## src/rtl/tdc_stat_pkg.sv

```systemverilog
// Shared definitions for the TDC statistics sweep controller.
// Holds the sweep FSM states, default sizing of the accumulator RAM,
// the pixel-ID and epoch-number widths, and the pipeline drain length.
package tdc_stat_pkg;

    localparam int NPIX      = 256;  // pixel entries in the accumulator RAM
    localparam int REC_W     = 64;   // width of one accumulator record
    localparam int PIX_W     = 8;    // pixel-ID width
    localparam int SEC_W     = 18;   // epoch-number / time_stamp width
    localparam int DROP_W    = 16;   // dropped-hit counter width
    localparam int DRAIN_CYC = 2;    // cycles to let in-flight RMWs retire

    typedef enum logic [2:0] {
        ACCUM = 3'd0,
        DRAIN = 3'd1,
        RD    = 3'd2,
        CAP   = 3'd3,
        SEND  = 3'd4
    } sweep_state_t;

endpackage

```

## src/rtl/tdc_sec_tick.sv

```systemverilog
// One-second epoch generator.
// Counts 0..CLK_PER_SEC-1 and wraps; o_tick is high for the single wrap
// cycle. o_time_stamp counts ticks since reset (wraps at 2^SEC_W).
// Ports:
//   clk, rstn      clock, synchronous active-low reset
//   o_tick         1-cycle pulse on the last cycle of each epoch
//   o_time_stamp   seconds since reset
module tdc_sec_tick
    import tdc_stat_pkg::*;
#(
    parameter int CLK_PER_SEC = 40000000
) (
    input  logic             clk,
    input  logic             rstn,
    output logic             o_tick,
    output logic [SEC_W-1:0] o_time_stamp
);

    localparam int               CNT_W   = (CLK_PER_SEC > 1) ? $clog2(CLK_PER_SEC) : 1;
    localparam logic [CNT_W-1:0] CNT_MAX = CNT_W'(CLK_PER_SEC - 1);

    logic [CNT_W-1:0] r_cnt;
    logic [SEC_W-1:0] r_time_stamp;
    logic             w_tick;

    assign w_tick       = (r_cnt == CNT_MAX);
    assign o_tick       = w_tick;
    assign o_time_stamp = r_time_stamp;

    always_ff @(posedge clk) begin
        if (!rstn) begin
            r_cnt        <= '0;
            r_time_stamp <= '0;
        end else if (w_tick) begin
            r_cnt        <= '0;
            r_time_stamp <= r_time_stamp + 1'b1;
        end else begin
            r_cnt        <= r_cnt + 1'b1;
        end
    end

endmodule

```

## src/rtl/tdc_stat_sweep_ctrl.sv

```systemverilog
// Owner of the shared per-pixel TDC statistics RAM.
// During an epoch every hit becomes an accumulate command. At each second
// boundary the accumulate pipeline is drained and every pixel entry is read
// (and cleared by the datapath), streaming one record per pixel out under
// valid/ready. Hits arriving while the sweep owns the RAM are dropped and
// counted.
//
// state | meaning
// ------+--------------------------------------------------------------
// ACCUM | RAM owned by hits; a tick starts a sweep
// DRAIN | wait DRAIN_CYC cycles for in-flight accumulates to retire
// RD    | issue sweep read of entry r_addr
// CAP   | capture read data and record metadata into the output register
// SEND  | present record; advance on handshake, end after the last pixel
//
// Ports:
//   clk, rstn                 clock, synchronous active-low reset
//   hit_valid, hit_pixel      incoming hit (not stallable)
//   acc_en, acc_addr          accumulate command, 1 cycle after the hit
//   mem_rd_en, mem_addr       sweep read; mem_rd_data returns 1 cycle later
//   out_valid/out_ready       record handshake toward the readout FIFO
//   out_data/pixel/sec/last   record payload and metadata
//   time_stamp                seconds since reset
//   drop_cnt                  saturating count of dropped hits
//   overrun                   sticky: tick seen while a sweep was running
module tdc_stat_sweep_ctrl
    import tdc_stat_pkg::*;
#(
    parameter int CLK_PER_SEC = 40000000,
    parameter int NPIX        = tdc_stat_pkg::NPIX,
    parameter int REC_W       = tdc_stat_pkg::REC_W
) (
    input  logic              clk,
    input  logic              rstn,
    input  logic              hit_valid,
    input  logic [PIX_W-1:0]  hit_pixel,
    output logic              acc_en,
    output logic [PIX_W-1:0]  acc_addr,
    output logic              mem_rd_en,
    output logic [PIX_W-1:0]  mem_addr,
    input  logic [REC_W-1:0]  mem_rd_data,
    output logic              out_valid,
    input  logic              out_ready,
    output logic [REC_W-1:0]  out_data,
    output logic [PIX_W-1:0]  out_pixel,
    output logic [SEC_W-1:0]  out_sec,
    output logic              out_last,
    output logic [SEC_W-1:0]  time_stamp,
    output logic [DROP_W-1:0] drop_cnt,
    output logic              overrun
);

    localparam int                DRN_W      = (DRAIN_CYC > 1) ? $clog2(DRAIN_CYC) : 1;
    localparam logic [DRN_W-1:0]  DRAIN_LOAD = DRN_W'(DRAIN_CYC - 1);
    localparam logic [PIX_W-1:0]  LAST_PIX   = PIX_W'(NPIX - 1);
    localparam logic [DROP_W-1:0] DROP_MAX   = '1;

    sweep_state_t      r_state;
    sweep_state_t      w_next;
    logic              w_tick;
    logic [SEC_W-1:0]  w_time_stamp;

    logic [DRN_W-1:0]  r_drain_cnt;
    logic [PIX_W-1:0]  r_addr;
    logic [SEC_W-1:0]  r_sweep_sec;
    logic              r_acc_en;
    logic [PIX_W-1:0]  r_acc_addr;
    logic [REC_W-1:0]  r_out_data;
    logic [PIX_W-1:0]  r_out_pixel;
    logic [SEC_W-1:0]  r_out_sec;
    logic              r_out_last;
    logic [DROP_W-1:0] r_drop_cnt;
    logic              r_overrun;

    tdc_sec_tick #(
        .CLK_PER_SEC (CLK_PER_SEC)
    ) u_sec_tick (
        .clk          (clk),
        .rstn         (rstn),
        .o_tick       (w_tick),
        .o_time_stamp (w_time_stamp)
    );

    always_ff @(posedge clk) begin
        if (!rstn) r_state <= ACCUM;
        else       r_state <= w_next;
    end

    always_comb begin
        w_next = r_state;
        case (r_state)
            ACCUM:   if (w_tick) w_next = DRAIN;
            DRAIN:   if (r_drain_cnt == '0) w_next = RD;
            RD:      w_next = CAP;
            CAP:     w_next = SEND;
            SEND:    if (out_ready) w_next = r_out_last ? ACCUM : RD;
            default: w_next = ACCUM;
        endcase
    end

    always_comb begin
        mem_rd_en = 1'b0;
        out_valid = 1'b0;
        case (r_state)
            RD:      mem_rd_en = 1'b1;
            SEND:    out_valid = 1'b1;
            default: ;
        endcase
    end

    always_ff @(posedge clk) begin
        if (!rstn) begin
            r_drain_cnt <= '0;
            r_addr      <= '0;
            r_sweep_sec <= '0;
            r_acc_en    <= 1'b0;
            r_acc_addr  <= '0;
            r_out_data  <= '0;
            r_out_pixel <= '0;
            r_out_sec   <= '0;
            r_out_last  <= 1'b0;
            r_drop_cnt  <= '0;
            r_overrun   <= 1'b0;
        end else begin
            // A hit on the tick cycle still sees ACCUM, so it lands in the
            // epoch that is ending; the drain covers its RMW.
            r_acc_en <= hit_valid && (r_state == ACCUM);
            if (hit_valid && (r_state == ACCUM))
                r_acc_addr <= hit_pixel;

            if (hit_valid && (r_state != ACCUM) && (r_drop_cnt != DROP_MAX))
                r_drop_cnt <= r_drop_cnt + 1'b1;

            if (w_tick && (r_state != ACCUM))
                r_overrun <= 1'b1;

            case (r_state)
                ACCUM: begin
                    if (w_tick) begin
                        // time_stamp still holds the ending epoch's number here
                        r_sweep_sec <= w_time_stamp;
                        r_drain_cnt <= DRAIN_LOAD;
                        r_addr      <= '0;
                    end
                end
                DRAIN: begin
                    if (r_drain_cnt != '0)
                        r_drain_cnt <= r_drain_cnt - 1'b1;
                end
                CAP: begin
                    r_out_data  <= mem_rd_data;
                    r_out_pixel <= r_addr;
                    r_out_sec   <= r_sweep_sec;
                    r_out_last  <= (r_addr == LAST_PIX);
                end
                SEND: begin
                    if (out_ready && !r_out_last)
                        r_addr <= r_addr + 1'b1;
                end
                default: ;
            endcase
        end
    end

    assign acc_en     = r_acc_en;
    assign acc_addr   = r_acc_addr;
    assign mem_addr   = r_addr;
    assign out_data   = r_out_data;
    assign out_pixel  = r_out_pixel;
    assign out_sec    = r_out_sec;
    assign out_last   = r_out_last;
    assign time_stamp = w_time_stamp;
    assign drop_cnt   = r_drop_cnt;
    assign overrun    = r_overrun;

endmodule

```

## config.mk

```make
export PLATFORM = sky130hd
export DESIGN_NAME = tdc_stat_sweep_ctrl
export DESIGN_NICKNAME = d
export VERILOG_FILES = /design/src/rtl/tdc_stat_pkg.sv /design/src/rtl/tdc_sec_tick.sv /design/src/rtl/tdc_stat_sweep_ctrl.sv
export SDC_FILE = /design/constraint.sdc
export NUM_CORES = 1
export LEC_CHECK = 0
export ABC_AREA = 1
export CAP_MARGIN = 20
export CORE_MARGIN = 5
export CORE_UTILIZATION = 30
export DETAILED_ROUTE_END_ITERATION = 8
export HOLD_SLACK_MARGIN = 0.02
export PLACE_DENSITY_LB_ADDON = 0.12
export SYNTH_ARGS = -nofsm -noshare
export SYNTH_HDL_FRONTEND = slang
export SYNTH_SLANG_ARGS = --single-unit
```

## constraint.sdc

```tcl
create_clock -name clk -period 4.8 [get_ports clk]
set_clock_uncertainty 0.2 [all_clocks]
set_input_delay 0.48 -clock clk [delete_from_list [all_inputs] [get_ports clk]]
set_output_delay 0.48 -clock clk [all_outputs]
set_load 0.05 [all_outputs]
```

==> results.md <==
- Outcome: finished clean
- Die width: 175 um
- H-tree Lvls: 4
- Post-Syn Area: 8210 um2
- Clock Path Buffers: 2
- Startpoint types: flop
- Setup violations, final: 0
- Power Density: 278 nW/um2
- Via count: 7695
- Vias per std cell: 4.54
- CTS tree: done
- WHS: 0.247 ns
- Iter 0 DRT Violations: 433
- Largest fanout on the critical path: 4
- Worst hold path depth: 2
- Final wirelength: 24.7 mm
- All-Layer GR Usage: 15.7%
- CTS sink count: 191
- Clock root buffer: clkbuf_16
- RR Startpoint: u_sec_tick.r_cnt[0]
- Worst path required time: 4.12 ns
- RSZ-0062 raised after global routing: false
- Layout cells sized above 1: 4.80%
- Total iterations of the first detailed-routing run: 4
- Dpl cells: 1660
- Post-CTS sizing: 0
- Worst Path Arrival: 2.09 ns
- Top-area cell type share of the netlist area: 46.6%
- Ys Warns: 0
- Detail Route Antenna Nets: 0
- Post-Syn Nets: 1226
- Top-count cell post-synth: nor2_1
- Synth unique cells: 35
- Synth Area per Inst: 7.16 um2
- Hold EP: out_sec[6]
- Cells after Synth: 1146
- Most used DFF post-synth: dfxtp_1
- Endpoint type of the worst setup path: output port
- Max cap viols: 0
- Sequential-to-total area share from yosys stat: 46.6%
- Remaining DRCs: 0
- Core Footprint: 27000 um2
- Vias in the first global route: 7256
- First-pass GRT wire length: 39.4 mm
- Setup TNS: 0 ns
- TritonCTS Buffers: 17
- Reg2Reg Depth: 10
- Final min period: 2.77 ns
- Die ar.: 30800 um2
- Non-filler cells, final: 1694
- Period Utilization, post-route: 57.7%
- Largest net degree at the start of global routing: 87
- Synth top area cells: dfxtp_1 47%, nor2_1 11%, nand2_1 10%
- Post-synthesis register bit count: 191
- Cell row count: 60
- Hold Crit Class: flop to flop
- Area grow syn2layout: 37.0%
- Maximum vdd ir drop: 0.175 mV
- FMAX: 0.361 GHz
- Boundary pin count: 221
- Initial core utilization: 30.5%
- Height of the chip: 175 um
- Worst reg2reg setup slack: 2.43 ns
- Hold Path Origin: r_sweep_sec[6]
- Filler cells: 2787
- Reg2Reg Capture Point: r_sweep_sec[2]
- Relative slew slack: 50.2%
- GPL Wtd Cong: 0.794
- Clk_lat worst skew: 0.43 ns
- Hold buffers post-CTS: 0
- Antenna cell count: 0
- Largest area contributor in the netlist: dfxtp_1
- Synth cell count leaders: 240 x nor2_1, 219 x nand2_1, 191 x dfxtp_1
- # nets final: 1420
- Crit path kind: flop to output port
- Worst-margin pin slew: 0.747 ns
- Fin. Hold Viols: 0
- EDFF count, synth: 0
- Post-DP HPWL: 17.3 mm
- # port buffers: 220
- Reg clk slew, reported paths: 0.07 ns
- Asr flop ratio synth: 0%
- Slew Limit Fails: 0
- Leak Pwr: 4.31 nW
- Antenna violations before repair: 0
- Wirelength per Cell: 14.6 um
- GR Overflow Total: 0
- Post-CTS setup buffers: 0
power breakdown:
group / total, W / switching [W] / internal (W)
Sequential: 0.00159 / 0.00000369 / 0.00159
Clock: 0.00140 / 0.000704 / 0.000696
Combinational: 0.000128 / 0.0000593 / 0.0000685
state kept, by name (all words and copies together), names as in the netlist:
signal	cells
mem_addr	8
r_state	3
r_sweep_sec	18
u_sec_tick.r_cnt	26
acc_en	1
out_sec	18
u_sec_tick.o_time_stamp	18
out_data	64
acc_addr	8
r_drain_cnt	1
drop_cnt	16
out_last	1
out_pixel	8
overrun	1
cell families (layout without fill, tap and decap cells):
family | Yosys count | count (layout) | synth area share [%]
compound gates | 194 | 194 | 11.9
fa+ha+maj | 4 | 4 | 0.610
buf+inv | 143 | 350 | 7.21
xor+xnor | 29 | 29 | 3.09
simple gates | 585 | 585 | 30.6
flops | 191 | 191 | 46.6
per-layer routing:
| metal | GRT usage, % | wire (um) | up-vias |
|---|---|---|---|
| met4 | 4.74 | 477 | 0 |
| met1 | 20.9 | 11500 | 3472 |
| met5 | 0 | 0 | - |
| met2 | 25.5 | 11600 | 142 |
| met3 | 3.49 | 1030 | 25 |
| li1 | - | - | 4056 |
worst max path at each step:
stage / startpoint / end / slack (ns)
3_5_place_dp: hit_valid / drop_cnt[15] / 2.16
6_report: r_state[2] / mem_rd_en / 2.03
4_1_cts: r_state[2] / mem_rd_en / 2.02
5_1_grt: r_state[2] / mem_rd_en / 1.93
3_3_place_gp: hit_valid / drop_cnt[15] / 2.17
2_1_floorplan: drop_cnt[0] / drop_cnt[1] / 2.59
final cells by class:
type                       count  area (um2)  area share (%)
sequential                   191        3820            34.0
multi-input combinational    812        3790            33.7
timing repair buffer         226        2280            20.3
clock buffer                  18         429            3.82
tap                          341         427            3.79
inverter                      92         345            3.07
clock inverter                14         149            1.32
critical path, cell delays in order (launching register included):
cell,delay (ns)
dfxtp_1,0.36
inv_1,0.13
nand2_2,0.10
nor2_1,0.21
clkdlybuf4s50_1,0.86
layout by cell type (no fill, tap or decap), types with 4 or more instances in the layout:
master / Yosys / layout
nor2_1: 240 / 240
nand2_1: 219 / 219
clkdlybuf4s50_1: 0 / 219
dfxtp_1: 191 / 191
o21ai_0: 98 / 98
a21oi_1: 91 / 91
inv_1: 88 / 87
nand3_1: 58 / 58
nor3_1: 21 / 21
xor2_1: 21 / 21
clkbuf_16: 0 / 17
nand4_1: 16 / 16
xnor2_1: 8 / 8
nor3b_1: 5 / 5
inv_2: 4 / 5
nor2_4: 5 / 5
nand2_4: 4 / 4
nand2_2: 4 / 4
ha_1: 4 / 4
clkinv_4: 0 / 4
buf_4: 2 / 4
through the flow:
stage	cell area (um2)	utilization, %	setup slack [ns]	power (W)
after global placement	10600	39.4	2.17	0.00176
after global routing	11200	41.7	1.93	0.00324
after floorplan	8210	-	2.59	0.00168
after CTS	11200	41.6	2.02	0.00317
final	11200	41.7	2.03	0.00312
after detailed placement	10600	39.4	2.16	0.00176
Power figures use the tool's default switching activity.
